## config.mk

```make
export PLATFORM = sky130hd
export DESIGN_NAME = lfsr_rng_bcd_flat
export DESIGN_NICKNAME = d
export VERILOG_FILES = /design/src/rtl/lfsr_rng_bcd_if.sv /design/src/rtl/lfsr_rng_bcd.sv /design/src/flat_wrapper.sv
export SDC_FILE = /design/constraint.sdc
export NUM_CORES = 1
export LEC_CHECK = 0
export CAP_MARGIN = 20
export CORE_MARGIN = 4
export CORE_UTILIZATION = 52
export CTS_CLUSTER_DIAMETER = 150
export DETAILED_ROUTE_END_ITERATION = 7
export PLACE_DENSITY = 0.86
export SYNTH_ARGS = -nofsm -noshare
export SYNTH_HDL_FRONTEND = slang
export SYNTH_SLANG_ARGS = --single-unit
```

## constraint.sdc

```tcl
create_clock -name clk -period 2.07 [get_ports clk]
set_clock_uncertainty 0.05 [all_clocks]
set_input_delay 0.414 -clock clk [delete_from_list [all_inputs] [get_ports clk]]
set_output_delay 0.414 -clock clk [all_outputs]
set_load 0.005 [all_outputs]
```

## src/rtl/lfsr_rng_bcd_if.sv

```systemverilog
// lfsr_rng_bcd_if: request/seed controls and number/BCD results shared
// between the game/control logic (master) and the random source (slave).
interface lfsr_rng_bcd_if #(
    parameter int unsigned WIDTH    = 5,
    parameter int unsigned OUT_BITS = 5
);
    logic                en;
    logic                load;
    logic [WIDTH-1:0]    seed_in;
    logic                req;
    logic [WIDTH-1:0]    state;
    logic [OUT_BITS-1:0] rnd;
    logic                busy;
    logic                valid;
    logic [3:0]          ones;
    logic [3:0]          tens;
    logic [3:0]          hundreds;
    logic                lockup;

    modport master (
        output en, load, seed_in, req,
        input  state, rnd, busy, valid, ones, tens, hundreds, lockup
    );

    modport slave (
        input  en, load, seed_in, req,
        output state, rnd, busy, valid, ones, tens, hundreds, lockup
    );
endinterface

```

## src/rtl/lfsr_rng_bcd.sv

```systemverilog
// lfsr_rng_bcd: maximal-length LFSR with seed load and lock-up recovery,
// plus an iterative double-dabble converter producing 3-digit BCD from a
// sampled slice of the state.
// Build option: define LFSR_GALOIS_EN for the Galois right-shift LFSR form;
// the default is the Fibonacci left-shift form.
module lfsr_rng_bcd #(
    parameter int unsigned      WIDTH    = 5,
    parameter logic [WIDTH-1:0] TAPS     = 5'h14,
    parameter logic [WIDTH-1:0] SEED     = 5'h01,
    parameter int unsigned      OUT_BITS = 5
) (
    input logic           clk,
    input logic           rst,
    lfsr_rng_bcd_if.slave bus
);
    localparam int unsigned CW = $clog2(OUT_BITS + 1);

    typedef enum logic [1:0] {
        S_IDLE,
        S_SHIFT,
        S_DONE
    } conv_state_e;

    logic [WIDTH-1:0]    state_q, state_d, step_val;
    logic                lockup_q, lockup_d;
    conv_state_e         cs_q, cs_d;
    logic [OUT_BITS-1:0] rnd_q, rnd_d;
    logic [OUT_BITS-1:0] sh_q, sh_d;
    logic [CW-1:0]       cnt_q, cnt_d;
    logic [11:0]         scr_q, scr_d, scr_adj;
    logic [3:0]          ones_q, ones_d;
    logic [3:0]          tens_q, tens_d;
    logic [3:0]          hund_q, hund_d;

`ifdef LFSR_GALOIS_EN
    // Galois step: shift right, fold taps in when the outgoing bit is 1
    always_comb step_val = {1'b0, state_q[WIDTH-1:1]} ^ (state_q[0] ? TAPS : '0);
`else
    // Fibonacci step: shift left, parity of tapped bits enters at bit 0
    always_comb step_val = {state_q[WIDTH-2:0], ^(state_q & TAPS)};
`endif

    // LFSR next state: load > lock-up guard > step > hold
    always_comb begin
        state_d  = state_q;
        lockup_d = 1'b0;
        if (bus.load) begin
            if (bus.seed_in != '0) begin
                state_d = bus.seed_in;
            end else begin
                state_d  = SEED;
                lockup_d = 1'b1;
            end
        end else if (state_q == '0) begin
            state_d  = SEED;
            lockup_d = 1'b1;
        end else if (bus.en) begin
            state_d = step_val;
        end
    end

    // LFSR register
    always_ff @(posedge clk) begin
        if (rst) begin
            state_q  <= SEED;
            lockup_q <= 1'b0;
        end else begin
            state_q  <= state_d;
            lockup_q <= lockup_d;
        end
    end

    // Converter next state: capture, shift-add-3 per bit, publish
    always_comb begin
        cs_d    = cs_q;
        rnd_d   = rnd_q;
        sh_d    = sh_q;
        cnt_d   = cnt_q;
        scr_d   = scr_q;
        ones_d  = ones_q;
        tens_d  = tens_q;
        hund_d  = hund_q;
        scr_adj = scr_q;
        for (int unsigned i = 0; i < 3; i++) begin
            if (scr_q[4*i +: 4] >= 4'd5) begin
                scr_adj[4*i +: 4] = scr_q[4*i +: 4] + 4'd3;
            end
        end
        unique case (cs_q)
            S_IDLE: begin
                if (bus.req) begin
                    rnd_d = state_q[OUT_BITS-1:0];
                    sh_d  = state_q[OUT_BITS-1:0];
                    scr_d = '0;
                    cnt_d = CW'(OUT_BITS);
                    cs_d  = S_SHIFT;
                end
            end
            S_SHIFT: begin
                scr_d = {scr_adj[10:0], sh_q[OUT_BITS-1]};
                sh_d  = sh_q << 1;
                cnt_d = cnt_q - 1'b1;
                if (cnt_q == CW'(1)) begin
                    // Digits are registered on the final shift so they are
                    // already visible during the DONE cycle alongside valid.
                    ones_d = scr_d[3:0];
                    tens_d = scr_d[7:4];
                    hund_d = scr_d[11:8];
                    cs_d   = S_DONE;
                end
            end
            S_DONE:  cs_d = S_IDLE;
            default: cs_d = S_IDLE;
        endcase
    end

    // Converter registers
    always_ff @(posedge clk) begin
        if (rst) begin
            cs_q   <= S_IDLE;
            rnd_q  <= '0;
            sh_q   <= '0;
            cnt_q  <= '0;
            scr_q  <= '0;
            ones_q <= '0;
            tens_q <= '0;
            hund_q <= '0;
        end else begin
            cs_q   <= cs_d;
            rnd_q  <= rnd_d;
            sh_q   <= sh_d;
            cnt_q  <= cnt_d;
            scr_q  <= scr_d;
            ones_q <= ones_d;
            tens_q <= tens_d;
            hund_q <= hund_d;
        end
    end

    assign bus.state    = state_q;
    assign bus.lockup   = lockup_q;
    assign bus.rnd      = rnd_q;
    assign bus.busy     = (cs_q != S_IDLE);
    assign bus.valid    = (cs_q == S_DONE);
    assign bus.ones     = ones_q;
    assign bus.tens     = tens_q;
    assign bus.hundreds = hund_q;
endmodule

```

## src/flat_wrapper.sv

```systemverilog
// flat-port wrapper written by rule: the top's interface ports become plain ports
module lfsr_rng_bcd_flat 
#(
    parameter int unsigned      WIDTH    = 5,
    parameter logic [WIDTH-1:0] TAPS     = 5'h14,
    parameter logic [WIDTH-1:0] SEED     = 5'h01,
    parameter int unsigned      OUT_BITS = 5
)
  (clk, rst, bus_en, bus_load, bus_seed_in, bus_req, bus_state, bus_rnd, bus_busy, bus_valid, bus_ones, bus_tens, bus_hundreds, bus_lockup);
  lfsr_rng_bcd_if #(.WIDTH(WIDTH), .OUT_BITS(OUT_BITS)) bus_i ();
  input logic clk;
  input logic rst;
  input wire logic [$bits(bus_i.en)-1:0] bus_en;
  input wire logic [$bits(bus_i.load)-1:0] bus_load;
  input wire logic [$bits(bus_i.seed_in)-1:0] bus_seed_in;
  input wire logic [$bits(bus_i.req)-1:0] bus_req;
  output wire logic [$bits(bus_i.state)-1:0] bus_state;
  output wire logic [$bits(bus_i.rnd)-1:0] bus_rnd;
  output wire logic [$bits(bus_i.busy)-1:0] bus_busy;
  output wire logic [$bits(bus_i.valid)-1:0] bus_valid;
  output wire logic [$bits(bus_i.ones)-1:0] bus_ones;
  output wire logic [$bits(bus_i.tens)-1:0] bus_tens;
  output wire logic [$bits(bus_i.hundreds)-1:0] bus_hundreds;
  output wire logic [$bits(bus_i.lockup)-1:0] bus_lockup;
  assign bus_i.en = bus_en;
  assign bus_i.load = bus_load;
  assign bus_i.seed_in = bus_seed_in;
  assign bus_i.req = bus_req;
  assign bus_state = bus_i.state;
  assign bus_rnd = bus_i.rnd;
  assign bus_busy = bus_i.busy;
  assign bus_valid = bus_i.valid;
  assign bus_ones = bus_i.ones;
  assign bus_tens = bus_i.tens;
  assign bus_hundreds = bus_i.hundreds;
  assign bus_lockup = bus_i.lockup;
  lfsr_rng_bcd #(.WIDTH(WIDTH), .TAPS(TAPS), .SEED(SEED), .OUT_BITS(OUT_BITS)) u_core (.clk(clk), .rst(rst), .bus(bus_i));
endmodule
```

==> out/metrics.cfg, run 1 <==
[status]
run_status=complete, no violations

[global_route]
grt_max_degree=21
grt_pass1_wl_um=8100
grt_pass1_vias=1740
grt_usage_pct=20.44
overflow=0
antenna_found_initial=0

[pwr]
clockPowerShare_pct=40.0
swShare_pct=23.60
internal_power_uw=1502
combinationalPowerShare_pct=12.5
vdd_drop_max_mv=0.4972
seqPwrFrac_pct=47.5
p_switching_uw=464.0
p_per_area_nw_per_um2=757.8
leakagePower_uw=0.0009718

[yosys]
yosys_warnings=0
yosysUniqueCellTypes=38
synth_edf_count=0
async_flop_share_pct=0
synth_cells=240
synth_fp_nets=258
yosysSeqAreaShare_pct=43.96
ys.flop_type=dfxtp_1
ys_ff_latch=45
synthesis.area_um2=2049
syn_area_per_cell_um2=8.539

[clocking]
clk_pin_slew_worst_paths_ns=0.08
cts_buffers=5
htree_num_levels=2
cts_resized=0
cts_sinks=45
cts_root_buffer=clkbuf_8
clock_latency_ns=0.30
hold_buffers=0
cts_tree=built
postCtsSetupBuffers=0
cts_max_path_buffers=2

[detailed_routing]
drt_iter0_markers=112
vias=1804
wl_met1_um=2053
routed_wl_um=4744
drt_first_pass_iters=4
drc=0
via_per_inst=5.551
highest_layer=met4
wl_met2_um=2315
wl_met3_um=295
wl_per_cell_um=14.60
ant_nets=0

[min_path]
min_delay_path_depth=2
hold_start=u_core.bus.rnd[3]
worstHoldEndpoint=u_core.bus.rnd[3]
min_path_type=flop to flop

[sta]
max_freq_mhz=532.7
hold_viol_final=0
worst_slack_ns=0.1927
grt_setup_unrepaired=no
finalSetupViolations=0
max-slew-margin-rel_pct=68.00
period_share_pct=90.69
slew_viol_final=0
worst_pin_slew_ns=0.4800
tns_ns=0
fin_crit_ns=1.877

[setup_path]
cp_top_family=buffers and inverters
start_kind=flop
critPathArrivalTime_ns=1.41
cp_max_fo=8
r2r_start=u_core.scr_q[8]
rr_worst_depth=6
rr_endpoint=u_core.bus.hundreds[2]
ff2ff_setup_slack_ns=0.22
crit_path_top_delay_cell=clkdlybuf4s50_1
end_kind=output port
slowest_delay_ns=0.58
crit_type=flop to output port
path_cells=clkdlybuf4s50_1
crit_buf_inv=1
required_ns=1.61

[finish]
layout_common_cells=dfxtp_1 (45), clkdlybuf4s50_1 (34), nor2_1 (27)
regArea_um2=900.9
final_common_cell=dfxtp_1
nFillCells=308
instances_no_fill=325
diodes=0
fin_nets=294
flow.area_growth_from_synthesis_pct=26.56
multi_input_area_um2=1050
drive_gt1_share_pct=8.303

[placed_design]
port_buffers=34
post-place-cells=317
hpwl_um=3231
place_ws_ns=0.2879
place.gp.congestion=0.8729

[floorplanning]
die_w_um=70.78
num_io_pins=35
die_area_um2=5010
start_util_pct=54.75
rows=22
core-area_um2=3744
die_h_um=70.78

[flow_run]
max-cap-violations=0

-- cells in the mapped netlist, types with 2 or more instances --
master,count,area [µm²]
a21oi_1,19,95.09
nor3b_1,6,45.04
nor3_1,3,15.01
nor2b_1,2,12.51
mux2_2,3,33.78
or3_1,3,18.77
clkbuf_1,9,33.78
a21o_1,3,22.52
inv_1,11,41.29
a211o_1,2,17.52
ha_1,8,100.1
a211oi_1,8,60.06
nor4_1,4,25.02
o21ai_0,6,30.03
mux2i_1,4,40.04
a31oi_1,5,31.28
nand2b_1,13,81.33
xnor2_1,2,17.52
o22ai_1,8,50.05
nor2_1,27,101.4
a32oi_1,3,26.28
nand2_1,26,97.59
dfxtp_1,45,900.9
buf_2,4,20.02
nand4b_1,3,26.28
-- kinds of logic (layout without fill, tap and decap cells) --
| kind of cell | Yosys count | after routing | share of synthesized area, % |
|---|---|---|---|
| AND/OR/NAND/NOR | 94 | 94 | 23.08 |
| AO/OA/AOI/OAI | 58 | 58 | 18.38 |
| flip-flops | 45 | 45 | 43.96 |
| buffers and inverters | 25 | 62 | 4.823 |
| adder cells (fa/ha/maj) | 8 | 8 | 4.884 |
| multiplexers | 7 | 7 | 3.602 |
| XOR/XNOR | 3 | 3 | 1.282 |
-- state kept, by name, indices dropped and copies added (netlist names) --
| signal | count |
|---|---|
| u_core.bus.hundreds | 4 |
| u_core.bus.lockup | 1 |
| u_core.bus.ones | 4 |
| u_core.bus.rnd | 5 |
| u_core.bus.state | 5 |
| u_core.bus.tens | 4 |
| u_core.cnt_q | 3 |
| u_core.cs_q | 2 |
| u_core.scr_q | 12 |
| u_core.sh_q | 5 |
-- through the flow --
| step | cell area [µm²] | total power, µW | hold slack [ns] | util, % |
|---|---|---|---|---|
| floorplan | 2049 | 1086 | 0.3866 | - |
| global placement | 2460 | 1194 | 0.3946 | 65.71 |
| detailed placement | 2460 | 1198 | 0.3970 | 65.71 |
| CTS | 2594 | 1978 | 0.4143 | 69.28 |
| global route | 2594 | 2056 | 0.4297 | 69.28 |
| finish | 2594 | 1966 | 0.4120 | 69.28 |
-- worst max path at each step --
stage                   startpoint  slack [ns]                      to  depth (start not counted)
4_1_cts        u_core.bus.state[2]        0.18            bus_state[2]                          1
5_1_grt            u_core.scr_q[8]        0.04  u_core.bus.hundreds[2]                          6
3_5_place_dp        bus_seed_in[2]        0.29       u_core.bus.lockup                          4
2_1_floorplan      u_core.scr_q[8]        0.51        u_core.scr_q[10]                          6
3_3_place_gp        bus_seed_in[1]        0.32       u_core.bus.lockup                          4
6_report       u_core.bus.state[2]        0.19            bus_state[2]                          1
-- cell type report --
class	instances	area share, %
Clock buffer	5	2.653
Multi-Input combinational cell	170	40.47
Inverter	11	1.592
Clock inverter	3	2.508
Tap cell	48	2.315
Sequential cell	45	34.73
Timing Repair Buffer	43	15.73
-- power groups by stage --
stage / Clock (µW) / Combinational, µW / Sequential [µW]
final: 786 / 246 / 934
after global routing: 841 / 276 / 939
after CTS: 797 / 247 / 934
after detailed placement: 0 / 245 / 953
after global placement: 0 / 241 / 953
after floorplan: 0 / 138 / 948
-- layer usage --
metal,vias up,track usage [%]
met5,-,0
met4,0,7.933
met3,9,7.102
met2,54,33.68
met1,836,24.45
li1,905,-
Power figures use the tool's default switching activity.
==> run 2, diff against run 1 <==
CORE_UTILIZATION = 40   (was 52)
PLACE_DENSITY = 0.7   (was 0.86)
==> run 2 against run 1 <==
Against the previous run:
- core utilization decreased by 15 points
- global-route usage decreased by 4.7 points
- power increased by 0.86%
- routed wire length decreased by 4.3%
- via count decreased by 0.44%
- combinational power about the same
==> out/metrics.cfg, run 2 (synthesized netlist as in run 1, its figures left out) <==
[status]
run_status=complete, no violations

[detailed_routing]
highest_layer=met4
wl_met3_um=281
routed_wl_um=4538
vias=1796
wl_met1_um=2131
wl_per_cell_um=13.19
drt_first_pass_iters=4
drt_iter0_markers=44
wl_met2_um=2062
ant_nets=0
via_per_inst=5.221
drc=0

[setup_path]
critPathArrivalTime_ns=1.44
path_cells=clkdlybuf4s50_1
start_kind=flop
end_kind=output port
crit_buf_inv=1
ff2ff_setup_slack_ns=0.30
cp_max_fo=8
crit_path_top_delay_cell=clkdlybuf4s50_1
r2r_start=u_core.scr_q[8]
slowest_delay_ns=0.59
rr_worst_depth=6
rr_endpoint=u_core.scr_q[10]
cp_top_family=buffers and inverters
required_ns=1.61
crit_type=flop to output port

[sta]
finalSetupViolations=0
max-slew-margin-rel_pct=71.65
fin_crit_ns=1.905
max_freq_mhz=525.0
period_share_pct=92.01
hold_viol_final=0
slew_viol_final=0
tns_ns=0
grt_setup_unrepaired=no
worst_pin_slew_ns=0.4242

[clocking]
cts_resized=0
postCtsSetupBuffers=0
clock_latency_ns=0.31
cts_tree=built
hold_buffers=0
cts_sinks=45
cts_max_path_buffers=2
htree_num_levels=2
cts_root_buffer=clkbuf_8
cts_buffers=5
clk_pin_slew_worst_paths_ns=0.09

[global_route]
grt_max_degree=22
overflow=0
antenna_found_initial=0
grt_pass1_vias=1773
grt_pass1_wl_um=7866
grt_usage_pct=15.76

[finish]
fin_nets=294
flow.area_growth_from_synthesis_pct=27.90
diodes=0
final_common_cell=dfxtp_1
drive_gt1_share_pct=8.303
instances_no_fill=344
largest_register_ffs=12
layout_common_cells=dfxtp_1 (45), clkdlybuf4s50_1 (34), nor2_1 (27)
nFillCells=466
max_flop_register=u_core.scr_q

[flow_run]
max-cap-violations=0

[min_path]
hold_start=u_core.bus.rnd[3]
min_delay_path_depth=2
worstHoldEndpoint=u_core.bus.rnd[3]
min_path_type=flop to flop

[floorplanning]
core-area_um2=4848
die_w_um=79.58
rows=25
die_h_um=79.58
start_util_pct=42.27
die_area_um2=6333
num_io_pins=35

[placed_design]
post-place-cells=336
place.gp.congestion=0.7814
port_buffers=34
hpwl_um=3193

[pwr]
leakagePower_uw=0.0009724
seqPwrFrac_pct=47.1
p_switching_uw=474.4
combinationalPowerShare_pct=12.4
swShare_pct=23.93
vdd_drop_max_mv=0.4548
p_per_area_nw_per_um2=756.3
internal_power_uw=1508
clockPowerShare_pct=40.5

==> run 2: cell count changes in the layout (fill, tap and decap cells not counted), sizes merged <==
cell    before  now
clkinv       1    0
inv         11   12
==> run 2: layout make-up <==
cell class,count,area (µm²),area share (%)
multi-input combinational,170,1050,40.05
clock buffer,5,68.82,2.625
clock inverter,3,68.82,2.625
sequential,45,900.9,34.37
tap,67,83.83,3.198
timing repair buffer,43,407.9,15.56
inverter,11,41.29,1.575
==> run 2: per-stage QoR <==
| step | instance area, µm² | hold WS (ns) | util, % | power [µW] | setup slack, ns |
|---|---|---|---|---|---|
| floorplan | 2049 | 0.3866 | - | 1086 | 0.5131 |
| global placement | 2484 | 0.3944 | 51.23 | 1198 | 0.3076 |
| detailed placement | 2484 | 0.4011 | 51.23 | 1200 | 0.2835 |
| CTS | 2621 | 0.4179 | 54.06 | 2003 | 0.1663 |
| global route | 2621 | 0.4389 | 54.06 | 2069 | 0.09593 |
| finish | 2621 | 0.4168 | 54.06 | 1983 | 0.1654 |
==> run 2: worst max-delay path by stage <==
stage          cells after the start                 to           startpoint  slack, ns
2_1_floorplan                      6   u_core.scr_q[10]      u_core.scr_q[8]       0.51
3_3_place_gp                       4  u_core.bus.lockup       bus_seed_in[1]       0.31
3_5_place_dp                       4  u_core.bus.lockup       bus_seed_in[1]       0.28
4_1_cts                            1       bus_state[2]  u_core.bus.state[2]       0.17
5_1_grt                            1       bus_state[2]  u_core.bus.state[2]        0.1
6_report                           1       bus_state[2]  u_core.bus.state[2]       0.17
==> run 2: power by group through the flow <==
stage / logic (µW) / registers [µW] / clock network [µW]
3_3_place_gp: 245 / 953 / 0
2_1_floorplan: 138 / 948 / 0
4_1_cts: 248 / 933 / 822
5_1_grt: 274 / 940 / 855
3_5_place_dp: 247 / 953 / 0
6_report: 246 / 933 / 803
==> run 2: layer usage <==
metal	vias to the layer above	GRT usage, %
met3	6	5.982
met4	0	4.639
met5	-	0
li1	911	-
met2	39	25.71
met1	840	19.22
==> run 3, diff against run 2 <==
CELL_PAD_IN_SITES_DETAIL_PLACEMENT = 1   (was not set)
CELL_PAD_IN_SITES_GLOBAL_PLACEMENT = 1   (was not set)
CORE_UTILIZATION = 39   (was 40)
PLACE_DENSITY = 0.86   (was 0.7)
==> run 3 against run 2 <==
Against the previous run:
- die area is 2.3% higher
- count of clock-buffer cells in the layout stayed put
- critical endpoint is now u_core.scr_q[10]
- global-route usage is 2.5 points higher
- combinational power is 7% higher
- sequential power hardly changed
- via count is 5.8% higher
- largest cell class unchanged
- sequential share of layout area is 0.20 points lower
==> out/metrics.cfg, run 3 (synthesized netlist as in run 1, its figures left out) <==
[finish]
drive_gt1_share_pct=8.961
nFillCells=626
regArea_um2=900.9
diodes=0
multi_input_area_um2=1050
flow.area_growth_from_synthesis_pct=28.63
layout_common_cells=dfxtp_1 (45), clkdlybuf4s50_1 (34), nor2_1 (27)
largest_register_ffs=12
max_flop_register=u_core.scr_q
final_common_cell=dfxtp_1
fin_nets=296

[placed_design]
hpwl_um=4076
place.gp.congestion=0.8142
port_buffers=34

[global_route]
grt_usage_pct=18.28
grt_use_met3_pct=4.148
antenna_found_initial=0
met1_usage_pct=20.56
grt_pass1_vias=1966
top_usage_layer=met2
grtUsageMet2_pct=33.36
overflow=0
grt_max_degree=25
grt_pass1_wl_um=9190

[clocking]
clock_latency_ns=0.30
cts_tree=built
cts_buffers=5
cts_resized=0
hold_buffers=0
cts_root_buffer=clkbuf_8
cts_sinks=45
cts_max_path_buffers=2
clk_pin_slew_worst_paths_ns=0.09
htree_num_levels=2
postCtsSetupBuffers=0

[setup_path]
crit_cells=6
crit_end=u_core.scr_q[10]
start_kind=flop
crit_path_top_delay_cell=mux2_2
slowest_delay_ns=0.41
path_cells=inv_1 -> ha_1 -> nand2b_1 -> a21oi_1 -> mux2_2 -> o21ai_0
critPathArrivalTime_ns=2.01
cp_top_family=compound AO/OA/AOI/OAI gates
required_ns=2.24
rr_endpoint=u_core.scr_q[10]
crit_buf_inv=1
cp_max_fo=5
r2r_start=u_core.scr_q[8]
critPathLaunch=u_core.scr_q[8]
crit_type=flop to flop
rr_worst_depth=6
end_kind=flop
ff2ff_setup_slack_ns=0.23

[min_path]
min_path_type=flop to flop

[detailed_routing]
drt_first_pass_iters=2
via_per_inst=5.444
wl_per_cell_um=16.10
ant_nets=0
drt_iter0_markers=73
drc=0
routed_wl_um=5620
vias=1900

[pwr]
vdd_drop_max_mv=0.4668
leakagePower_uw=0.0009824
p_per_area_nw_per_um2=752.0

[sta]
slew_viol_final=0
finalSetupViolations=0
hold_viol_final=0
worst_pin_slew_ns=0.4474
fin_crit_ns=1.836
period_share_pct=88.69
grt_setup_unrepaired=no
fin_hold_ws_ns=0.4199
max-slew-margin-rel_pct=70.17
max_freq_mhz=544.7
tns_ns=0

[floorplanning]
start_util_pct=40.13
die_w_um=80.49
num_io_pins=35
die_h_um=80.49
core-area_um2=5107
die_area_um2=6479
rows=26

[status]
run_status=complete, no violations

[flow_run]
max-cap-violations=0

## run 3: routing by layer
metal / vias up / share of wire [%]
li1: 914 / -
met1: 941 / 43
met2: 35 / 52
met3: 10 / 3.6
met4: 0 / 1.5
met5: - / 0
## run 3: worst min path at each step
stage                                 start                 to  slack (ns)  depth (start not counted)
after global placement       u_core.sh_q[0]     u_core.sh_q[0]        0.39                          2
after global routing         u_core.sh_q[0]     u_core.sh_q[0]        0.45                          2
after floorplan              u_core.sh_q[0]     u_core.sh_q[0]        0.39                          2
after detailed placement  u_core.bus.rnd[1]  u_core.bus.rnd[1]        0.41                          2
final                        u_core.sh_q[0]     u_core.sh_q[0]        0.42                          2
after CTS                    u_core.sh_q[0]     u_core.sh_q[0]        0.42                          2
## run 3: metrics by stage
stage | total power (µW) | std cells | area, µm² | utilization, % | setup slack, ns
after floorplan | 1086 | 240 | 2049 | - | 0.5131
after global placement | 1204 | 341 | 2502 | 49.00 | 0.2651
after detailed placement | 1212 | 341 | 2502 | 49.00 | 0.2147
after CTS | 1994 | 349 | 2636 | 51.62 | 0.2370
after global routing | 2066 | 349 | 2636 | 51.62 | 0.1063
final | 1983 | 349 | 2636 | 51.62 | 0.2342
## run 3: cell type report
cell class	instances	share of cell area, %
Clock inverter	3	2.468
Inverter	11	1.566
Tap cell	70	3.322
Sequential cell	45	34.17
Multi-Input combinational cell	170	39.82
Timing Repair Buffer	45	16.04
Clock buffer	5	2.610
## run 3: report_power, final
group,internal (µW),switching (µW),leakage (µW)
Sequential,901,29.8,0.000366
Combinational,125,139,0.000548
Clock,480,308,0.0000681
## run 3: worst reg2reg max path: stages, from the launching register on
cell,delay [ns]
dfxtp_1,0.37
inv_1,0.08
ha_1,0.23
nand2b_1,0.08
a21oi_1,0.36
mux2_2,0.41
o21ai_0,0.18
==> edit 1 (flow settings as in run 2) <==
`TAPS` is set to 5'h14 in 2 places; all go to 5'h0F.
--- a/src/rtl/lfsr_rng_bcd.sv
+++ b/src/rtl/lfsr_rng_bcd.sv
@@ -5,7 +5,7 @@
 // the default is the Fibonacci left-shift form.
 module lfsr_rng_bcd #(
     parameter int unsigned      WIDTH    = 5,
-    parameter logic [WIDTH-1:0] TAPS     = 5'h14,
+    parameter logic [WIDTH-1:0] TAPS     = 5'h0F,
     parameter logic [WIDTH-1:0] SEED     = 5'h01,
     parameter int unsigned      OUT_BITS = 5
 ) (
--- a/src/flat_wrapper.sv
+++ b/src/flat_wrapper.sv
@@ -2,7 +2,7 @@
 module lfsr_rng_bcd_flat 
 #(
     parameter int unsigned      WIDTH    = 5,
-    parameter logic [WIDTH-1:0] TAPS     = 5'h14,
+    parameter logic [WIDTH-1:0] TAPS     = 5'h0F,
     parameter logic [WIDTH-1:0] SEED     = 5'h01,
     parameter int unsigned      OUT_BITS = 5
 )
Check against the original RTL: not equivalent (Yosys sat finds a counterexample within 4 cycles, from zero or initial values and one cycle with rst high).
==> edit 1 against run 2 <==
First-iteration DRC count rose to 2.9 times the old value; worst setup slack better by 0.088 ns; critical path depth up 1; routed wire length down 0.86%; sequential power down 0.6%; design area up 1.1%; maximum frequency up 4.8%; total power down 14%; synthesized area up 2.6%; count of clock-buffer cells in the layout up 3; sequential cell count unchanged.
==> edit 1: results (changes against run 2) <==
status finished, final reports clean; wire length on met2 2.04 mm (-0.87%); highest metal used met4; Max VDD drop 0.000398 V (-13%); Critical R2R Capture u_core.scr_q[10]; DRT Wirelength 4.50 mm (-0.86%); gpl congestion 0.801 (+2.5%); routed length on met3 194 um (-31%); Min-Delay Startpoint u_core.bus.rnd[2]; Seq/Total Area, Yosys 42.8% (-1.1 points); Setup crit start u_core.cs_q[1]; Via density 5.00 (-4.3%); routed length on met1 2.17 mm (+1.9%); Synth Flop Type dfxtp_1; met2 usage 25.7% (+0.036 points); XOR/XNOR Fraction of Synth Area 1.67% (+0.38 points); Iteration-0 DRC Markers 128 (+190%); r2r setup slk 0.30 ns (about the same); mux cell area share after synthesis 1.61% (-2.0 points); CP top delay family buffers and inverters; GRT Util Overall 16.0% (+0.19 points); postcts setup bufs 0 (unchanged); Leak 0.990 nW (+1.8%); PortBufs 34 (unchanged); Resized Gates After CTS 0 (unchanged); initial antenna violation count 0 (unchanged); commonest cells in the netlist dfxtp_1, nand2_1, nor2_1; Top reg by flops u_core.scr_q; number of distinct library cells after synthesis 38 (unchanged); yosys warns 0 (unchanged); Clock Tree Root clkbuf_8; largest net degree at the start of global routing 28 (+27%); Die Area 0.00648 mm^2 (+2.4%); Async SR Flop Fraction 0% (unchanged); met3 Track Usage GR 4.04% (-1.9 points); layout cells sized above 1 8.39% (+0.088 points); Worst Tran Pin Value 0.519 ns (+0.0951 ns); WHS Endpoint u_core.bus.rnd[2]; worst skew pair latency 0.29 ns (-0.02 ns); largest cells by area after synthesis dfxtp_1, ha_1, nand2_1; antenna cell count 0 (unchanged); crit path to bus_valid; Mapped Nets 267 (+3.5%); met1 Use GR 20.5% (+1.3 points); clk buf depth 2 (unchanged); Crit Path Max Fanout 5 (-3); total power 1.71 mW (-14%); hpwl dp 3.30 mm (+3.2%); first-pass GRT wire length 8.12 mm (+3.2%); Adder-Cell Fraction of Synth Area 5.95% (+1.1 points); EDFF count, synth 0 (unchanged); vias in the first global route 1,792 (+1.1%); Compound-Gate Fraction of Synth Area 18.3% (-0.11 points); Final nets 305 (+3.7%); WP data arrival 1.35 ns (-0.09 ns); max incr delay on CP 0.50 ns (-0.09 ns); max FFs per register 12 (unchanged)
==> edit 1: stage by stage <==
step                      hold WS, ns  utilization (%)  worst slack (ns)  std cells  instance area, um^2
final                           0.404             51.9             0.253        356                 2650
after global routing            0.427             51.9             0.151        356                 2650
after CTS                       0.408             51.9             0.245        356                 2650
after detailed placement        0.397             50.3             0.212        348                 2570
after global placement          0.395             50.3             0.232        348                 2570
after floorplan                 0.387                -             0.503        247                 2100
==> edit 1: where the power goes <==
group | total [mW] | leakage, nW | switching, mW | internal [mW]
sequential | 0.927 | 0.366 | 0.0258 | 0.902
clock | 0.511 | 0.0395 | 0.271 | 0.240
combinational | 0.274 | 0.585 | 0.138 | 0.137
total | 1.71 | 0.990 | 0.434 | 1.28
==> edit 1: area by class of cell <==
type                       count  area, um^2
fill                         499        2460
timing repair buffer          45         448
sequential                    45         901
clock buffer                   8        80.1
inverter                      15        56.3
multi-input combinational    173        1080
tap                           70        87.6
==> edit 2 (settings of run 2) <==
Made on the original files. `sh_q` no longer has a reset.
--- a/src/rtl/lfsr_rng_bcd.sv
+++ b/src/rtl/lfsr_rng_bcd.sv
@@ -119,7 +119,6 @@
         if (rst) begin
             cs_q   <= S_IDLE;
             rnd_q  <= '0;
-            sh_q   <= '0;
             cnt_q  <= '0;
             scr_q  <= '0;
             ones_q <= '0;
@@ -128,13 +127,16 @@
         end else begin
             cs_q   <= cs_d;
             rnd_q  <= rnd_d;
-            sh_q   <= sh_d;
             cnt_q  <= cnt_d;
             scr_q  <= scr_d;
             ones_q <= ones_d;
             tens_q <= tens_d;
             hund_q <= hund_d;
         end
+    end
+
+    always_ff @(posedge clk) begin
+        sh_q <= sh_d;
     end
 
     assign bus.state    = state_q;
Formal check against the unedited RTL: no difference found for any inputs over 10 cycles, from zero or initial values and one cycle with rst high; that may be too few to reach the edited logic, so the function may still have changed.
==> edit 2 against run 2 <==
Hold slack better by 0.025 ns; worst setup slack improved by 0.030 ns; critical path type unchanged; total power down 12%; design area fell by 3.9%; largest power group unchanged; routed wire length is 5.4% lower; synthesized area fell by 2.0%; register-to-register slack better by 0.09 ns; critical endpoint is now bus_state[4]; sequential cell count unchanged.
==> edit 2: results (changes against run 2) <==
DRT Wirelength 4.29 mm (-5.4%); Crit Path Max Fanout 7 (-1); mux cell area share after synthesis 6.67% (+3.1 points); Mapped Nets 233 (-9.7%); commonest cells in the netlist dfxtp_1, nor2_1, nand2_1; largest net degree at the start of global routing 40 (+82%); Leak 0.932 nW (-4.2%); worst skew pair latency 0.29 ns (-0.02 ns); Final nets 269 (-8.5%); fillers 440 (-5.6%); Max VDD drop 0.000460 V (+1.1%); WP data arrival 1.41 ns (-0.03 ns); gpl congestion 0.761 (-2.6%); vias in the first global route 1,563 (-12%); DP Worst Slack 0.349 ns (+0.0651 ns); first-pass GRT wire length 7.45 mm (-5.4%); Adder-Cell Fraction of Synth Area 4.98% (+0.10 points); XOR/XNOR Fraction of Synth Area 2.18% (+0.90 points); status finished, final reports clean; Seq/Total Area, Yosys 47.4% (+3.4 points); hpwl dp 2.98 mm (-6.6%); largest cells by area after synthesis dfxtp_1, edfxtp_1, ha_1; Iteration-0 DRC Markers 94 (+110%); DP Area 0.00244 mm^2 (-1.8%); placed cells 311 (-7.4%); Via density 5.15 (-1.3%); Mean Syn Cell Area 9.34 um^2 (+9.4%); EDFF count, synth 5 (+5); Compound-Gate Fraction of Synth Area 17.4% (-0.99 points); Slew HR 69.8% (-1.9 points); layout cells sized above 1 7.94% (-0.37 points)
## edit 2: changes by cell type after synthesis, sizes merged, moves of 4 or more
cell	before	now
a21oi	19	12
buf	5	0
dfxtp	45	40
edfxtp	0	5
mux2i	4	10
nand2	26	19
o21ai	7	3
o32ai	1	8
## edit 2: power breakdown
part	internal, mW	switching [mW]	total [mW]
Combinational	0.133	0.128	0.261
Clock	0.237	0.277	0.514
Sequential	0.935	0.0406	0.975
## edit 2: path summary, 6_finish.rpt
kind	start	to	slack, ns	depth (start not counted)
worst max register to register	u_core.scr_q[4]	u_core.bus.tens[2]	0.39	6
worst min-delay path	u_core.bus.tens[1]	u_core.bus.tens[1]	0.44	2
worst min register to register	u_core.bus.tens[1]	u_core.bus.tens[1]	0.44	2
worst max-delay path	u_core.bus.state[4]	bus_state[4]	0.20	1
## edit 2: tightest hold or removal path: cells and delay by family (launching register included)
kind / cells / cell delay, ns
AOI/OAI and AO/OA: 1 / 0.07
DFF: 1 / 0.31
and+or+nand+nor: 1 / 0.06
## edit 2: layer usage
layer	wire, um	GRT usage [%]
met4	27	5.15
met3	151	3.06
met1	2030	20.1
met5	0	0
met2	2080	23.8
## edit 2: kinds of logic after synthesis
kind of cell,count (synthesis)
AOI/OAI and AO/OA,49
buffers and inverters,26
xor gates and xnor gates,5
muxes,13
DFF,45
adders and majority gates,8
and+or+nand+nor,69
## edit 2: area by class of cell
cell class | instances | area, um^2 | share of cell area [%]
multi-input cells | 144 | 958 | 38.0
repair buffers | 41 | 393 | 15.6
clock buffers | 7 | 76.3 | 3.03
well taps | 67 | 83.8 | 3.33
inverters | 14 | 52.6 | 2.09
clock inverters | 1 | 5.00 | 0.199
flip-flops and latches | 45 | 951 | 37.7
